--- src/rtl/mipi_dsi_pkg.sv ---
// Shared DSI lane definitions: beat geometry and the byte-to-lane map
// used by the transmit distributor and the receive aligner models.
package mipi_dsi_pkg;

   localparam int MAX_LANES  = 4;
   localparam int BYTE_W     = 8;
   localparam int LANE_W     = 16;
   localparam int SLOTS      = LANE_W / BYTE_W;
   localparam int BEAT_FLAGS = 2;
   localparam int CNT_W      = $clog2(MAX_LANES * SLOTS);

   function automatic int lane_of(input int k, input int lanes);
      return k % lanes;
   endfunction

   function automatic int slot_of(input int k, input int lanes);
      return k / lanes;
   endfunction

   function automatic int beat_w(input int lanes);
      return lanes * (LANE_W + SLOTS) + BEAT_FLAGS;
   endfunction

endpackage

--- src/rtl/mipi_beat_fifo.sv ---
// First-word-fall-through beat FIFO with synchronous clear.
// rdata_o always shows the head entry; count/full/empty are registered.
module mipi_beat_fifo #(
   parameter int W     = 38,
   parameter int DEPTH = 4
) (
   input  logic                         clk_i,
   input  logic                         clr_i,
   input  logic                         push_i,
   input  logic [W-1:0]                 wdata_i,
   input  logic                         pop_i,
   output logic [W-1:0]                 rdata_o,
   output logic [$clog2(DEPTH+1)-1:0]   count_o,
   output logic                         full_o,
   output logic                         empty_o
);

   localparam int AW = (DEPTH > 1) ? $clog2(DEPTH) : 1;
   localparam int CW = $clog2(DEPTH + 1);

   logic [W-1:0]  mem_q [DEPTH];
   logic [AW-1:0] wr_q, wr_d;
   logic [AW-1:0] rd_q, rd_d;
   logic [CW-1:0] cnt_q, cnt_d;
   logic          do_push;
   logic          do_pop;

   function automatic logic [AW-1:0] nxt(input logic [AW-1:0] p);
      return (p == AW'(DEPTH - 1)) ? '0 : p + AW'(1);
   endfunction

   assign full_o  = (cnt_q == CW'(DEPTH));
   assign empty_o = (cnt_q == '0);
   assign count_o = cnt_q;
   assign rdata_o = mem_q[rd_q];
   assign do_push = push_i & ~full_o;
   assign do_pop  = pop_i & ~empty_o;

   always_comb begin
      wr_d  = wr_q;
      rd_d  = rd_q;
      cnt_d = cnt_q;
      if (do_push) wr_d = nxt(wr_q);
      if (do_pop)  rd_d = nxt(rd_q);
      unique case ({do_push, do_pop})
         2'b10:   cnt_d = cnt_q + CW'(1);
         2'b01:   cnt_d = cnt_q - CW'(1);
         default: cnt_d = cnt_q;
      endcase
   end

   always_ff @(posedge clk_i) begin
      if (clr_i) begin
         wr_q  <= '0;
         rd_q  <= '0;
         cnt_q <= '0;
      end else begin
         wr_q  <= wr_d;
         rd_q  <= rd_d;
         cnt_q <= cnt_d;
      end
   end

   always_ff @(posedge clk_i) begin
      if (do_push) mem_q[wr_q] <= wdata_i;
   end

endmodule

--- src/rtl/mipi_lane_distributor.sv ---
// Spreads a serial packet byte stream across DSI lanes as 16-bit beats,
// tagging first/last beats for SoT/EoT generation in the serializers.
module mipi_lane_distributor
   import mipi_dsi_pkg::*;
#(
   parameter int LANES     = 2,
   parameter int OUT_DEPTH = 4
) (
   input  logic                  byte_clk,
   input  logic                  sys_rst,
   input  logic                  dist_flush,
   input  logic [7:0]            in_data,
   input  logic                  in_valid,
   input  logic                  in_last,
   output logic                  in_ready,
   output logic [LANES*16-1:0]   out_data,
   output logic [LANES-1:0]      out_lane_valid,
   output logic [LANES*2-1:0]    out_byte_en,
   output logic                  out_first,
   output logic                  out_last,
   output logic                  out_valid,
   input  logic                  out_ready,
   output logic                  busy
);

   localparam int NB = LANES * SLOTS;
   localparam int DW = LANES * LANE_W;
   localparam int BW = LANES * SLOTS;
   localparam int FW = beat_w(LANES);
   localparam int CW = $clog2(OUT_DEPTH + 1);
   localparam logic [CNT_W-1:0] CNT_MAX = CNT_W'(NB - 1);

   logic             clr;
   logic [CNT_W-1:0] cnt_q, cnt_d;
   logic [DW-1:0]    stg_q, stg_d, stg_ins;
   logic [BW-1:0]    be_q, be_d, be_ins;
   logic             fp_q, fp_d;
   logic             accept;
   logic             close;
   logic [FW-1:0]    head;
   logic [CW-1:0]    f_count;
   logic             f_full;
   logic             f_empty;
   logic             show;

   assign clr      = sys_rst | dist_flush;
   assign in_ready = ~clr & ~f_full;
   assign accept   = in_valid & in_ready;
   assign close    = accept & ((cnt_q == CNT_MAX) | in_last);

   // Staging word with the incoming byte dropped into its lane/slot.
   always_comb begin
      stg_ins = stg_q;
      be_ins  = be_q;
      for (int k = 0; k < NB; k++) begin
         if (cnt_q == CNT_W'(k)) begin
            stg_ins[lane_of(k, LANES)*LANE_W + slot_of(k, LANES)*BYTE_W +: BYTE_W] = in_data;
            be_ins[lane_of(k, LANES)*SLOTS + slot_of(k, LANES)] = 1'b1;
         end
      end
   end

   always_comb begin
      cnt_d = cnt_q;
      stg_d = stg_q;
      be_d  = be_q;
      fp_d  = fp_q;
      if (accept) begin
         if (close) begin
            cnt_d = '0;
            stg_d = '0;
            be_d  = '0;
            fp_d  = in_last;
         end else begin
            cnt_d = cnt_q + CNT_W'(1);
            stg_d = stg_ins;
            be_d  = be_ins;
         end
      end
   end

   always_ff @(posedge byte_clk) begin
      if (clr) begin
         cnt_q <= '0;
         stg_q <= '0;
         be_q  <= '0;
         fp_q  <= 1'b1;
      end else begin
         cnt_q <= cnt_d;
         stg_q <= stg_d;
         be_q  <= be_d;
         fp_q  <= fp_d;
      end
   end

   mipi_beat_fifo #(
      .W     (FW),
      .DEPTH (OUT_DEPTH)
   ) u_fifo (
      .clk_i   (byte_clk),
      .clr_i   (clr),
      .push_i  (close),
      .wdata_i ({fp_q, in_last, be_ins, stg_ins}),
      .pop_i   (out_ready & ~f_empty),
      .rdata_o (head),
      .count_o (f_count),
      .full_o  (f_full),
      .empty_o (f_empty)
   );

   // Outputs read as zero whenever no beat is presented or a clear is active.
   assign show        = ~clr & (f_count != '0);
   assign out_valid   = show;
   assign out_first   = show & head[FW-1];
   assign out_last    = show & head[FW-2];
   assign out_byte_en = head[DW +: BW] & {BW{show}};
   assign out_data    = head[DW-1:0] & {DW{show}};
   assign busy        = ~clr & ((cnt_q != '0) | ~fp_q | (f_count != '0));

   always_comb begin
      out_lane_valid = '0;
      for (int l = 0; l < LANES; l++) begin
         out_lane_valid[l] = out_byte_en[2*l];
      end
   end

endmodule

--- config.mk ---
export PLATFORM = sky130hd
export DESIGN_NAME = mipi_lane_distributor
export DESIGN_NICKNAME = d
export VERILOG_FILES = /design/src/rtl/mipi_dsi_pkg.sv /design/src/rtl/mipi_beat_fifo.sv /design/src/rtl/mipi_lane_distributor.sv
export SDC_FILE = /design/constraint.sdc
export NUM_CORES = 1
export LEC_CHECK = 0
export BUFFER_PORTS_ARGS = -buffer_cell sky130_fd_sc_hd__buf_2
export CAP_MARGIN = 20
export CORE_UTILIZATION = 40
export CTS_BUF_LIST = sky130_fd_sc_hd__clkbuf_4 sky130_fd_sc_hd__clkbuf_8
export CTS_CLUSTER_SIZE = 8
export DETAILED_ROUTE_END_ITERATION = 12
export GPL_TIMING_DRIVEN = 1
export HOLD_SLACK_MARGIN = 0.1
export SLEW_MARGIN = 0
export SYNTH_ARGS = -nofsm -noshare
export SYNTH_HDL_FRONTEND = slang
export SYNTH_SLANG_ARGS = --single-unit
export TNS_END_PERCENT = 30
--- constraint.sdc ---
create_clock -name byte_clk -period 3.3 [get_ports byte_clk]
set_input_delay 0.66 -clock byte_clk [delete_from_list [all_inputs] [get_ports byte_clk]]
set_output_delay 0.66 -clock byte_clk [all_outputs]
set_load 0.005 [all_outputs]
## Word-level counts from Yosys, hierarchy flattened

Memory sizes are Yosys's and may differ from the RTL's. A register that Yosys moved wholly into a read port is not among the register bits.
Cells that the tools add are included.

- Memories: 1
- Memory bits (writable): 152
- Output and inout port bits: 43
- Word-level logic and storage cells: 65
- Flip-flop bits (word level): 47

Memories:

| memory | depth | bits a word | rd ports | clocked after memory_dff | wr ports | RTL line | RTL |
|---|---|---|---|---|---|---|---|
| u_fifo.mem_q | 4 | 38 | 1 | 1 | 1 | mipi_beat_fifo.sv:21 | `logic [W-1:0] mem_q [DEPTH];` |

- Reduce and logical (&&, ||, !) cells: 6
- $add $sub $neg: 5
- Bitwise gates (word level): 20
- Equal/unequal tests: 8
- Mux-type cells: 18

Operators by type and width:

| operator | count |
|---|---|
| 32-bit bitwise AND | 1 |
| 32-bit 2-to-1 mux | 1 |
| 8-bit 2-to-1 mux | 4 |
| 1-bit bitwise AND | 10 |
| 2-bit 2-to-1 mux | 4 |
| 3-bit by 1-bit adder with 3-bit output (second input constant) | 2 |
| 2-bit == test (second input constant) | 3 |
| 3-bit by 2-bit == test with 1-bit output (second input constant) | 2 |
| 3-bit zero test | 2 |
| 1-bit 2-to-1 mux | 6 |
| 3-bit one-hot mux with 2 select lines | 1 |
| 3-bit nonzero test | 2 |
| 2-bit by 1-bit adder with 2-bit output (second input constant) | 2 |
| 4-bit bitwise AND | 1 |
| 4-bit 2-to-1 mux | 1 |
| 1-bit inverter | 4 |
| 1-bit OR | 4 |
| 3-bit by 1-bit == test with 1-bit output (second input constant) | 1 |
| 3-bit == test (second input constant) | 1 |
| 3-bit 2-to-1 mux | 1 |
| 3-bit by 1-bit subtractor with 3-bit output (second input constant) | 1 |
| 2-bit by 1-bit == test with 1-bit output (second input constant) | 1 |
| 2-bit AND reduction | 1 |
| 2-bit nonzero test | 1 |

## Longest topological paths before layout

- Word-level depth: 8
- Gate-level depth with buffers: 12
- Depth with buffers taken out: 10

## Modules after synthesis

From an unflattened synthesis, not the netlist that was laid out.

- Cell total of the unflattened synthesis: 475
- Area total of the unflattened synthesis: 8,162.8 µm²

Modules (own cells, without submodules):

| module | area each (µm²) | times used | cells an instance |
|---|---|---|---|
| mipi_beat_fifo | 5,974.5 | 1 | 252 |
| mipi_lane_distributor | 2,188.3 | 1 | 223 |

## Worst setup path after synthesis

OpenSTA, ideal clock, no wires.

- Path kind: input-to-reg
- Start: in dist_flush
- End: mem u_fifo.mem_q[3][0], enable pin
- Slack: 0.488 ns
- Stages: 5
- Library setup time: 0.399 ns
- Data required time: 2.901 ns
- Path buffers: 2
- Arrival time: 2.413 ns
- Cell sequence: nor3b_1 and2_4 buf_6 buf_6 and3_1

- Word-level cells in the longest chain between the ends: 8

RTL lines:

| what | RTL line | RTL |
|---|---|---|
| start, declared | mipi_lane_distributor.sv:11 | `input logic dist_flush,` |
| 1-bit OR | mipi_lane_distributor.sv:46 | `assign clr = sys_rst \| dist_flush;` |
| 1-bit inverter | mipi_lane_distributor.sv:47 | `assign in_ready = ~clr & ~f_full;` |
| 1-bit bitwise AND | mipi_lane_distributor.sv:47 |  |
| 1-bit bitwise AND | mipi_lane_distributor.sv:48 | `assign accept = in_valid & in_ready;` |
| 1-bit bitwise AND | mipi_lane_distributor.sv:49 | `assign close = accept & ((cnt_q == CNT_MAX) \| in_last);` |
| 1-bit bitwise AND | mipi_beat_fifo.sv:36 | `assign do_push = push_i & ~full_o;` |
| 1-bit 2-to-1 mux | mipi_beat_fifo.sv:65 | `if (do_push) mem_q[wr_q] <= wdata_i;` |
| 1-bit 2-to-1 mux (not written as such) | mipi_beat_fifo.sv:65 |  |
| end, declared | mipi_beat_fifo.sv:21 |  |

Every way passes these cells.

## Worst setup path after layout

- Start: reg cnt_q[0]
- End: reg u_fifo.cnt_q[2], in the netlist u_fifo.count_o[2]

- Word-level cells in the longest chain between the ends: 6
- Elaborated cells between the ends (all ways): 8
- Classes of those cells: eq/ne: 3; mux: 1; bitwise: 3; reduce/logical: 1

RTL lines:

| what | RTL line | RTL |
|---|---|---|
| start, declared | mipi_lane_distributor.sv:34 | `logic [CNT_W-1:0] cnt_q, cnt_d;` |
| start signal, assigned | mipi_lane_distributor.sv:89 | `cnt_q <= cnt_d;` |
| 3-bit by 2-bit == test with 1-bit output * | mipi_lane_distributor.sv:49 |  |
| 1-bit OR * | mipi_lane_distributor.sv:49 |  |
| 1-bit bitwise AND * | mipi_lane_distributor.sv:49 |  |
| 1-bit bitwise AND * | mipi_beat_fifo.sv:36 |  |
| 2-bit by 1-bit == test with 1-bit output or 2-bit == test (tied branches) | mipi_beat_fifo.sv:45 | `unique case ({do_push, do_pop})` |
| 3-bit one-hot mux with 2 select lines or 2-bit nonzero test (tied branches) | -- |  |
| end signal, assigned | mipi_beat_fifo.sv:60 | `cnt_q <= cnt_d;` |
| end, declared | mipi_beat_fifo.sv:24 | `logic [CW-1:0] cnt_q, cnt_d;` |

Mark *: on every way between the ends. The rest lies on a longest branch, timed or not.
A chain may end at the register's enable or synchronous reset.

==> impl_results.md <==
- Post-route setup TNS: 0 ns
- Setup crit start kind: flip-flop
- Final ANT Viol Nets: 0
- Hold Path Class: primary input to flip-flop
- Number of remaining DRC errors: 0
- Critical path type: flip-flop to flip-flop
- Reg clk slew, reported paths: 0.06 ns
- Initial antenna violation count: 1
- CP max FO: 12
- Lkg Pwr: around 3.4 nW
- WL final: roughly 17000 µm
- Area share of fa/ha/maj cells after synthesis: 0.0195
- Pwr dens: 534 mW/mm²
- CP cell instances: ha_1, ha_1, or2_2, nand3_1, ha_1, inv_1, fa_1, xor2_1, or3_1, a21oi_1
- Fin util: 0.477
- Slowest stage cell, crit path: or2_2
- Synth Area in XOR/XNOR: 0.00217
- WP data arrival: approximately 3.3 ns
- Final hold violation count: 0
- Synth Net Count: roughly 500
- # resized after CTS: 0
- DRT iter0 DRCs: about 260
- Die X-Extent: between 100 and 150 µm
- Wire per inst: around 20 µm
- GRT Total Usage: 0.169
- Vias/cell: between 5 and 6
- Initial Utilization: 0.412
- Largest family of logic cells by synthesized area: multiplexers
- Post-CTS Setup Inserts: 0
- Area delta synth->final: 16.0%
- Vias: about 4400
- Max Cap Viol: 0
- I/O Buffers: between 50 and 60
- Pin count of the biggest net entering global routing: 47
- Vias in the first global route: ~4700
- Top achievable clock speed: between 0.3 and 0.4 GHz
- Unrepaired setup endpoints after global routing: false
- Deepest clock path buffer count: 3
- Worst-margin pin slew: approximately 0.73 ns
- Simple-gate share of the synthesized area: 0.0721
- Slew margin rel.: 0.507
- CTS buffer count: 34
- Die area: ~0.021 mm²
- Share of layout cells above drive strength 1: 0.385
- Clock skew: approximately 0.017 ns
- Period utilization: 0.867
- Post-layout min period: between 2 and 3 ns
- N_diodes: 0
- Synth warn: 0
- Synth Area in Compound Gates: 0.0435
- Cts hold-fix bufs: 0
- Critical Path Max Stage Delay: 0.43 ns
- Drt first pass iters: 5
- Worst VDD drop: approximately 0.22 mV
- NumNets Final: 574
- Final hold slack: between 0.4 and 0.5 ns
- Die Y-Extent: between 100 and 150 µm
- Core Area: a little under 0.02 mm²
- #FFs+latches synth: 201
- First-pass GRT wire length: around 26000 µm
- Mapped Cells: ~470
- Netlist cell types: 36
- Final slew viol count: 0
- CTS tree: yes
- Final setup viols: 0
- CTS Sinks: 201
- Root Driver: clkbuf_8
- Critical Path Sink Type: flip-flop
- I/O pins: 57
- Mux contribution to synthesized area: 0.152
- Routability cong.: 0.757
- Run status: complete, no violations
- Sequential share of the synthesized area: 0.685
- Cell Rows: just over 50
- GR Overflow Total: 0
- H-tree Lvls: 2
- Crit path required time: ~3.7 ns
- Post-DP HPWL: ~10000 µm
- Crit path top cell by count: ha_1
- Syn Std Cell Area: between 0.008 and 0.009 mm²
- Avg Inst Size Synth: 17.1 µm²
- Clock Latency Late Sink: roughly 0.50 ns
[cell usage after synthesis]
library cell,n,area share
a21oi_1,9,0.0056
a221o_1,1,0.0012
a22o_1,13,0.014
a31oi_1,1,0.00077
a32o_1,11,0.014
and2_1,4,0.0031
and2_4,1,0.0011
and3_1,52,0.040
and3_4,2,0.0028
buf_1,1,0.00046
buf_2,5,0.0031
buf_4,3,0.0028
buf_6,4,0.0056
clkbuf_1,20,0.0093
dfxtp_1,49,0.12
edfxtp_1,152,0.56
fa_1,1,0.0025
ha_1,11,0.017
inv_1,10,0.0046
mux2_2,32,0.045
mux2i_1,1,0.0012
mux4_2,38,0.11
nand2_1,9,0.0042
nand3_1,7,0.0043
nor2_1,9,0.0042
nor2b_1,3,0.0023
nor3_1,1,0.00062
nor3b_1,1,0.00093
o21ai_0,4,0.0025
o22ai_1,1,0.00077
o22ai_2,2,0.0031
o31ai_1,2,0.0019
or2_2,6,0.0046
or3_1,3,0.0023
or3b_4,1,0.0014
xor2_1,2,0.0022
[worst paths after layout]
kind                            slack [ns]  cells past startpoint      start             endpoint
worst max register to register        0.44                     10   cnt_q[0]    u_fifo.count_o[2]
worst min-delay path                  0.43                      1    in_last  u_fifo.mem_q[1][36]
worst max-delay path                  0.44                     10   cnt_q[0]    u_fifo.count_o[2]
worst min register to register        0.47                      1  stg_q[14]            stg_q[14]
[per-stage QoR]
step	instance area [µm²]	cells	setup slack, ns	total power [mW]
finish	9380	839	0.439	5.01
floorplan	8090	472	0.488	2.83
detailed placement	8700	777	0.464	2.89
CTS	9380	839	0.428	5.08
global placement	8700	777	0.607	2.88
global route	9380	839	0.305	5.20
[sequential cells by signal, indices dropped and copies added, names as in the netlist, named ones only]
signal,count
u_fifo.mem_q,152
stg_q,32
be_q,4
cnt_q,3
u_fifo.count_o,3
u_fifo.rd_q,2
u_fifo.wr_q,2
fp_q,1
[cells in the final DEF (no fill, tap or decap), types with 4 or more instances in the layout]
master and count:
ha_1 11, a21oi_1 9, mux2_2 32, buf_2 56, mux4_2 38, clkbuf_8 37, o21ai_0 4, nand3_1 7
nand2_1 9, nor2_1 8, buf_4 15, inv_1 10, or2_2 6, clkbuf_4 21, and2_1 4, a22o_1 13
edfxtp_1 152, and3_2 4, dfxtp_1 47, a32o_1 11, and3_1 48
[where the power goes]
part / switching [mW] / leakage (nW) / total, mW / internal (mW)
logic: 0.0772 / 1.34 / 0.118 / 0.0403
registers: 0.00447 / 1.74 / 2.71 / 2.71
clock network: 0.917 / 0.371 / 2.18 / 1.27
total: 0.999 / 3.45 / 5.01 / 4.02
[logic make-up after synthesis]
kind of cell,count (synthesis)
and+or+nand+nor,99
buffers and inverters,43
muxes,71
adders and majority gates,12
DFF,201
AOI/OAI and AO/OA,44
xor gates and xnor gates,2
[worst max-delay path: cells and delay by family, from the launching register on]
kind | cells | cell delay [ns]
adders and majority gates | 4 | 1.14
and+or+nand+nor | 3 | 0.91
DFF | 1 | 0.34
AOI/OAI and AO/OA | 1 | 0.17
xor gates and xnor gates | 1 | 0.16
buffers and inverters | 1 | 0.06
[cell type report]
| type | instances | area [µm²] |
|---|---|---|
| clock buffers | 58 | 667 |
| fillers | 1733 | 10300 |
| clock inverters | 4 | 16.3 |
| repair buffers | 73 | 433 |
| multi-input cells | 228 | 2350 |
| inverters | 10 | 37.5 |
| flip-flops and latches | 201 | 5550 |
| well taps | 265 | 332 |
[layer usage]
| layer | GRT usage | up-vias | share of wire |
|---|---|---|---|
| met2 | 0.277 | 102 | 0.49 |
| met5 | 0 | - | 0.00079 |
| li1 | - | 2015 | - |
| met3 | 0.0387 | 27 | 0.051 |
| met4 | 0.0593 | 2 | 0.016 |
| met1 | 0.221 | 2238 | 0.44 |
Power figures use the tool's default switching activity.
